==> src/rtl/instr_fetch_pkg.sv <==
// Shared CPU definitions: fetch FSM states, default widths and the
// encoding of the three ways fetch can steer the program counter.
package instr_fetch_pkg;

    localparam int ADDR_W_DEF  = 8;
    localparam int INSTR_W_DEF = 16;

    typedef enum logic [1:0] {
        ST_ISSUE = 2'd0,
        ST_WAIT  = 2'd1,
        ST_HOLD  = 2'd2
    } fetch_state_t;

    // PC_CTRL_HOLD reloads the current count, PC_CTRL_ADV lets the counter
    // step up by one, PC_CTRL_JMP loads the redirect target.
    typedef enum logic [1:0] {
        PC_CTRL_HOLD = 2'd0,
        PC_CTRL_ADV  = 2'd1,
        PC_CTRL_JMP  = 2'd2
    } pc_ctrl_t;

endpackage

==> src/rtl/instr_fetch.sv <==
// Instruction fetch stage sitting behind the free-running PC counter.
//
// state    | meaning
// ---------+-----------------------------------------------------------
// ST_ISSUE | strobe the program memory at the current PC, latch ir_pc
// ST_WAIT  | down-count the read latency, capture data at terminal count
// ST_HOLD  | present instruction to decode until it is accepted
//
// The counter steps on every clock, so the PC is held by reloading its own
// value; it only advances in the cycle decode accepts an instruction.
// A jump wins over everything and discards any read still in flight.
module instr_fetch
    import instr_fetch_pkg::*;
#(
    parameter int ADDR_W  = ADDR_W_DEF,
    parameter int INSTR_W = INSTR_W_DEF,
    parameter int ROM_LAT = 1
) (
    input  logic               clk,
    input  logic               reset,
    input  logic [ADDR_W-1:0]  i_pc_in,
    output logic               o_pc_load,
    output logic [ADDR_W-1:0]  o_pc_data,
    output logic               o_pc_up_down,
    output logic               o_mem_rd,
    output logic [ADDR_W-1:0]  o_mem_addr,
    input  logic [INSTR_W-1:0] i_mem_rdata,
    output logic               o_ir_valid,
    input  logic               i_ir_ready,
    output logic [INSTR_W-1:0] o_ir_data,
    output logic [ADDR_W-1:0]  o_ir_pc,
    input  logic               i_jmp_valid,
    input  logic [ADDR_W-1:0]  i_jmp_target
);

    localparam int CNT_W = $clog2(ROM_LAT) + 1;
    localparam logic [CNT_W-1:0] CNT_INIT = CNT_W'(ROM_LAT - 1);
    localparam logic [CNT_W-1:0] CNT_ONE  = CNT_W'(1);

    fetch_state_t       r_state;
    fetch_state_t       w_state_nxt;
    pc_ctrl_t           w_pc_ctrl;
    logic               w_mem_rd;
    logic [CNT_W-1:0]   r_cnt;
    logic               r_ir_valid;
    logic [INSTR_W-1:0] r_ir_data;
    logic [ADDR_W-1:0]  r_ir_pc;

    // State register.
    always_ff @(posedge clk or posedge reset) begin
        if (reset) begin
            r_state <= ST_ISSUE;
        end else begin
            r_state <= w_state_nxt;
        end
    end

    // Next-state, read strobe and PC steering; a jump overrides all states.
    always_comb begin
        w_state_nxt = r_state;
        w_pc_ctrl   = PC_CTRL_HOLD;
        w_mem_rd    = 1'b0;
        case (r_state)
            ST_ISSUE: begin
                w_mem_rd    = 1'b1;
                w_state_nxt = ST_WAIT;
            end
            ST_WAIT: begin
                if (r_cnt == '0) begin
                    w_state_nxt = ST_HOLD;
                end
            end
            ST_HOLD: begin
                if (i_ir_ready) begin
                    w_pc_ctrl   = PC_CTRL_ADV;
                    w_state_nxt = ST_ISSUE;
                end
            end
            default: begin
                w_state_nxt = ST_ISSUE;
            end
        endcase
        if (i_jmp_valid) begin
            // The read would be thrown away, so do not start it.
            w_pc_ctrl   = PC_CTRL_JMP;
            w_mem_rd    = 1'b0;
            w_state_nxt = ST_ISSUE;
        end
    end

    // Latency down-counter and instruction register.
    always_ff @(posedge clk or posedge reset) begin
        if (reset) begin
            r_cnt      <= '0;
            r_ir_valid <= 1'b0;
            r_ir_data  <= '0;
            r_ir_pc    <= '0;
        end else if (i_jmp_valid) begin
            r_cnt      <= '0;
            r_ir_valid <= 1'b0;
        end else begin
            case (r_state)
                ST_ISSUE: begin
                    r_ir_pc <= i_pc_in;
                    r_cnt   <= CNT_INIT;
                end
                ST_WAIT: begin
                    if (r_cnt != '0) begin
                        r_cnt <= r_cnt - CNT_ONE;
                    end else begin
                        r_ir_data  <= i_mem_rdata;
                        r_ir_valid <= 1'b1;
                    end
                end
                ST_HOLD: begin
                    if (i_ir_ready) begin
                        r_ir_valid <= 1'b0;
                    end
                end
                default: begin
                    r_cnt <= '0;
                end
            endcase
        end
    end

    // Combinational outputs are forced low while reset is held.
    assign o_pc_load    = ~reset & (w_pc_ctrl != PC_CTRL_ADV);
    assign o_pc_data    = reset ? '0 :
                          (w_pc_ctrl == PC_CTRL_JMP) ? i_jmp_target : i_pc_in;
    assign o_pc_up_down = ~reset;
    assign o_mem_rd     = ~reset & w_mem_rd;
    assign o_mem_addr   = reset ? '0 : i_pc_in;

    assign o_ir_valid = r_ir_valid;
    assign o_ir_data  = r_ir_data;
    assign o_ir_pc    = r_ir_pc;

endmodule

==> config.mk <==
export PLATFORM = sky130hd
export DESIGN_NAME = instr_fetch
export DESIGN_NICKNAME = d
export VERILOG_FILES = /design/src/rtl/instr_fetch_pkg.sv /design/src/rtl/instr_fetch.sv
export SDC_FILE = /design/constraint.sdc
export NUM_CORES = 1
export LEC_CHECK = 0
export CORE_UTILIZATION = 36
export DETAILED_ROUTE_END_ITERATION = 16
export GPL_TIMING_DRIVEN = 0
export PLACE_DENSITY = 0.8
export SYNTH_ARGS = -nofsm -noshare
export SYNTH_HDL_FRONTEND = slang
export SYNTH_SLANG_ARGS = --single-unit
==> constraint.sdc <==
create_clock -name clk -period 2.2 [get_ports clk]
set_input_delay 0.44 -clock clk [delete_from_list [all_inputs] [get_ports clk]]
set_output_delay 0.44 -clock clk [all_outputs]
set_load 0.05 [all_outputs]
==> run metrics, run 1 <==
status finished, final reports clean; H-tree Lvls 1; class of the tightest hold or removal check in -> reg; CP Class in -> out; drt total wl 3.041 mm; # rows 20; largest net degree at the start of global routing 17; DR DRC count 0; post-synth top area share 0.5422; Layout Nets 214; Die Height 60.84 um; final hold violations 0; layout cell share with drive strength beyond 1 0.2486; Final period util 0.9812; Setup WS post-layout 0.04147 ns; Worst setup SP type primary input; GR Util All Layers 0.1757; clk_skew 0.002730 ns; slew of the pin with the lowest slew margin 0.6282 ns; most common cell after layout, fill and taps aside clkdlybuf4s50_1; pre-CTS setup slack -1.041 ns; routed vias 1,043; syn avg cell area 13.26 um2; Fmax achieved 463.3 MHz; DR vias/cell 4.719; I/O Buffers 77; CTS Hold Bufs 0; Post-DP HPWL 2.369 mm; DR pass1 iterations 4; total CTS buffers 3; area grow syn2layout 68.37%; Worst Setup End Kind primary output; global-route wire length before repair 4.733 mm; I/O Pins 80; residual overflow from global routing 0; Layout Utilization 0.6602; syn nets 130; most frequent cells in the layout clkdlybuf4s50_1 (58), dfrtp_1 (27), mux2_2 (24); area of the mapped netlist 1246 um2; Synth Instances 94; Fill cells 264; latest clock arrival within the worst-skew pair 0.32 ns; Crit path required time 1.76 ns; vias in the first global route 982; 1st-iter DRT viols 11; synth unique cells 18; DIE AREA 3701 um2; CP Max Fanout 10; Max-Cap Viols 0; fin crit period 2.159 ns; CORE AREA 3178 um2; clock sinks 27; Pins Over Slew Limit 0; area leader, netlist dfrtp_1; largest cells by area after synthesis dfrtp_1 (54%), mux2_2 (22%), mux2i_1 (6.4%), nor2b_1 (4.0%), nor2_1 (2.7%); Pleak 0.9149 nW; CTS root buf clkbuf_4; Power Dens Cells 935.3 nW/um2; number of synthesized register bits 27; CTS tree yes; clock-pin slew on the worst setup and hold paths 0.14 ns; RePlAce Congestion 0.7344; peak supply drop 0.0004090 V; Die Wd 60.84 um; antenna violations before repair 0; CTS Buffer Depth 2; initial core utilization 0.3921; Ys Warns 0; RSZ-0062 raised after global routing yes; routed len/inst 13.76 um; Critical Path AT 1.72 ns; n_diodes 0; sequential area share after synthesis 0.5422; Final Setup Violations 0; Slew Limit Headroom 0.5789; antenna viol nets, final 0
## cells in the mapped netlist
cell and instances:
dfrtp_1 27, mux2_2 24, nor2_1 9, mux2i_1 8, nor2b_1 8, buf_2 3, inv_1 3, clkbuf_1 2
a21bo_2 1, a21oi_1 1, a221oi_1 1, a31oi_1 1, buf_8 1, nor3_4 1, nor3b_4 1, nor4_1 1
or2b_1 1, or3b_2 1
## power breakdown
part	internal, W	total (W)	switching (W)	leakage [nW]
Combinational	0.000398	0.00107	0.000667	0.580
Sequential	0.000619	0.000682	0.0000626	0.321
Clock	0.0000694	0.000215	0.000146	0.0139
## worst max-delay path: stages
cell,delay [ns]
buf_2,0.19
buf_2,0.31
nor2_1,0.07
a31oi_1,0.18
clkdlybuf4s15_1,0.53
## worst paths after layout
check	from	slack, ns	end	cells after the start
hold reg to reg	o_ir_pc[0]	0.52	o_ir_pc[0]	1
setup reg to reg	r_state[0]	0.59	o_ir_data[5]	3
setup / recovery	i_jmp_valid	0.04	o_pc_load	5
min in group asynchronous	reset	0.51	o_ir_pc[4]	4
hold / removal	i_jmp_valid	0.46	r_state[0]	2
max in group asynchronous	reset	1.33	o_ir_data[10]	3
## kinds of logic (layout without fill, tap and decap cells)
| logic type | after synthesis | count (layout) | share of synthesized area |
|---|---|---|---|
| flip-flops | 27 | 27 | 0.5422 |
| multiplexers | 32 | 32 | 0.2811 |
| AND/OR/NAND/NOR | 22 | 22 | 0.1135 |
| buffers and inverters | 9 | 92 | 0.03915 |
| AO/OA/AOI/OAI | 4 | 4 | 0.02410 |
## metrics by stage
step,TNS (ns),total power (W),area [um2],hold WS (ns),cells
after global placement,-4.311,0.001758,2078,0.4887,215
after global routing,-0.06231,0.002050,2098,0.4679,221
after detailed placement,-4.427,0.001776,2078,0.4940,215
after CTS,0,0.001985,2102,0.4538,221
final,0,0.001962,2098,0.4644,221
after floorplan,-0.008087,0.001386,1252,0.5916,94
## cell type report
| type | count | area (um2) | share of cell area |
|---|---|---|---|
| clock buffers | 3 | 22.52 | 0.01073 |
| well taps | 44 | 55.05 | 0.02624 |
| inverters | 3 | 15.01 | 0.007156 |
| repair inverters | 1 | 5.005 | 0.002385 |
| flip-flops and latches | 27 | 675.6 | 0.3220 |
| plain buffers | 6 | 40.04 | 0.01908 |
| clock inverters | 1 | 7.507 | 0.003578 |
| repair buffers | 78 | 749.5 | 0.3572 |
| multi-input cells | 58 | 528.0 | 0.2516 |
## repair_timing
item                                    CTS  global route
endpoints found under the setup margin   19             7
buffers inserted                          1             0
gates resized for setup                  21             8
hold endpoints to repair                  0             0
cloned                                    1             0
## state kept, by name, indices dropped and copies added, names as in the netlist
name        count
o_ir_data      16
o_ir_pc         8
r_state         2
o_ir_valid      1
## routing by layer
| metal | global-route usage | wire length, um | vias up |
|---|---|---|---|
| met3 | 0.02985 | 178 | 2 |
| li1 | - | - | 494 |
| met2 | 0.3203 | 1556 | 44 |
| met5 | 0 | 0 | - |
| met1 | 0.2088 | 1278 | 503 |
| met4 | 0.05844 | 27 | 0 |
Power figures use the tool's default switching activity.
==> inputs of run 2 (changes only) <==
--- a/config.mk
+++ b/config.mk
@@ -9,6 +9,7 @@
 export DETAILED_ROUTE_END_ITERATION = 16
 export GPL_TIMING_DRIVEN = 0
 export PLACE_DENSITY = 0.8
+export SKIP_CTS_REPAIR_TIMING = 1
 export SYNTH_ARGS = -nofsm -noshare
 export SYNTH_HDL_FRONTEND = slang
 export SYNTH_SLANG_ARGS = --single-unit
==> run 2 against run 1 <==
Register-to-register slack about the same; worst hold slack about the same; critical endpoint unchanged; largest cell class unchanged; power increased by 0.73%; fmax increased by 4.0%; non-clock buffer count unchanged.
==> run metrics, run 2 (synthesis results as in run 1) <==
clk_skew 0.001570 ns (was 0.002730 ns); Die Wd 60.84 um (unchanged); slew of the pin with the lowest slew margin 0.6294 ns (was 0.6282 ns); routed len/inst 14.12 um (was 13.76 um); global-route wire length before repair 4.498 mm (was 4.733 mm); Fill cells 242 (was 264); most common cell after layout, fill and taps aside clkdlybuf4s50_1 (unchanged); Slew Limit Headroom 0.5781 (was 0.5789); # rows 20 (unchanged); max reg flops 16 (unchanged); area grow syn2layout 74.50% (was 68.37%); CORE AREA 3178 um2 (unchanged); residual overflow from global routing 0 (unchanged); Pleak 1.124 nW (was 0.9149 nW); total CTS buffers 3 (unchanged); Post-DP HPWL 2.369 mm (unchanged); RePlAce Congestion 0.7344 (unchanged); class of the tightest hold or removal check in -> reg (unchanged); I/O Buffers 77 (unchanged); worst hold margin 0.4642 ns (was 0.4644 ns); fin crit period 2.075 ns (was 2.159 ns); Max-Cap Viols 0 (unchanged); peak supply drop 0.0004151 V (was 0.0004090 V); drt total wl 3.121 mm (was 3.041 mm); clock sinks 27 (unchanged); 1st-iter DRT viols 20 (was 11); GR Util All Layers 0.1663 (was 0.1757); Worst Setup End Kind primary output (unchanged); Reg area 675.6 um2 (unchanged); CTS Buffer Depth 2 (unchanged); CTS root buf clkbuf_4 (unchanged); latest clock arrival within the worst-skew pair 0.32 ns (about the same); Multi-input gate area 528.0 um2 (unchanged); status finished, final reports clean (unchanged); Fmax achieved 482.0 MHz (was 463.3 MHz); CTS tree yes (unchanged); routed vias 1,055 (was 1,043); n_diodes 0 (unchanged); I/O Pins 80 (unchanged); H-tree Lvls 1 (unchanged); vias in the first global route 949 (was 982); Critical Path AT 1.63 ns (was 1.72 ns); Layout Nets 214 (unchanged); Final period util 0.9431 (was 0.9812); Worst setup SP type primary input (unchanged); CP Max Fanout 10 (unchanged); Final Setup Violations 0 (unchanged); Power Dens Cells 909.0 nW/um2 (was 935.3 nW/um2); DR DRC count 0 (unchanged); antenna viol nets, final 0 (unchanged); most frequent cells in the layout clkdlybuf4s50_1 (58), dfrtp_1 (27), mux2_2 (24) (unchanged); Die Height 60.84 um (unchanged); layout cell share with drive strength beyond 1 0.2373 (was 0.2486); initial core utilization 0.3921 (unchanged); antenna violations before repair 0 (unchanged); final hold violations 0 (unchanged); DR vias/cell 4.774 (was 4.719); CP Class in -> out (unchanged); DR pass1 iterations 4 (unchanged); final std cells w/o fill 221 (unchanged); # placed instances 215 (unchanged); Crit path required time 1.76 ns (about the same); RSZ-0062 raised after global routing no (was yes); Fin Setup TNS 0 ns (unchanged); clock-pin slew on the worst setup and hold paths 0.15 ns (was 0.14 ns); DIE AREA 3701 um2 (unchanged); Pins Over Slew Limit 0 (unchanged); largest net degree at the start of global routing 29 (was 17)
## run 2: cell count changes in the layout (fill, tap and decap cells not counted)
cell,before,now
clkbuf_2,4,2
clkdlybuf4s15_1,2,0
dlygate4sd2_1,15,0
dlymetal6s2s_1,0,19
## run 2: report_power, final
group	total, W	internal, W	leakage [nW]	switching (W)
logic	0.00108	0.000410	0.789	0.000668
clock network	0.000217	0.0000694	0.0139	0.000147
registers	0.000682	0.000619	0.321	0.0000625
## run 2: path summary, 6_finish.rpt
path                       slack (ns)            end  depth (start not counted)        start
max reg2reg                      0.59  o_ir_data[13]                          3   r_state[0]
max in group asynchronous        1.33  o_ir_data[14]                          3        reset
min reg2reg                      0.52     o_ir_pc[0]                          1   o_ir_pc[0]
max                              0.13      o_pc_load                          5  i_jmp_valid
min                              0.46     r_state[0]                          2  i_jmp_valid
min in group asynchronous        0.51     o_ir_pc[5]                          4        reset
## run 2: critical path: stages
cell and delay, ns:
buf_2 0.19, buf_2 0.30, nor2_1 0.07, a31oi_1 0.17, dlymetal6s2s_1 0.46
## run 2: stage by stage
step / setup slack [ns] / util / power, W / area, um2
floorplan: -0.008087 / - / 0.001386 / 1252
global placement: -1.003 / 0.6539 / 0.001758 / 2078
detailed placement: -1.041 / 0.6539 / 0.001776 / 2078
CTS: -1.043 / 0.6634 / 0.001997 / 2108
global route: 0.02443 / 0.6843 / 0.002062 / 2175
finish: 0.1251 / 0.6843 / 0.001977 / 2175
## run 2: metal layers
layer / wire, um / share of wire / GRT usage / up-vias
met3: 206 / 0.066 / 0.02985 / 2
met4: 27 / 0.0087 / 0.05844 / 0
li1: - / - / - / 498
met2: 1602 / 0.51 / 0.3014 / 44
met1: 1285 / 0.41 / 0.1968 / 511
met5: 0 / 0 / 0 / -
## run 2: final cells by class
| cell class | instances | area share |
|---|---|---|
| timing repair inverter | 1 | 0.002301 |
| clock inverter | 1 | 0.003452 |
| clock buffer | 3 | 0.01036 |
| buffer | 6 | 0.01841 |
| multi-input combinational | 58 | 0.2428 |
| sequential | 27 | 0.3107 |
| timing repair buffer | 78 | 0.3797 |
| inverter | 3 | 0.006904 |
| tap | 44 | 0.02532 |
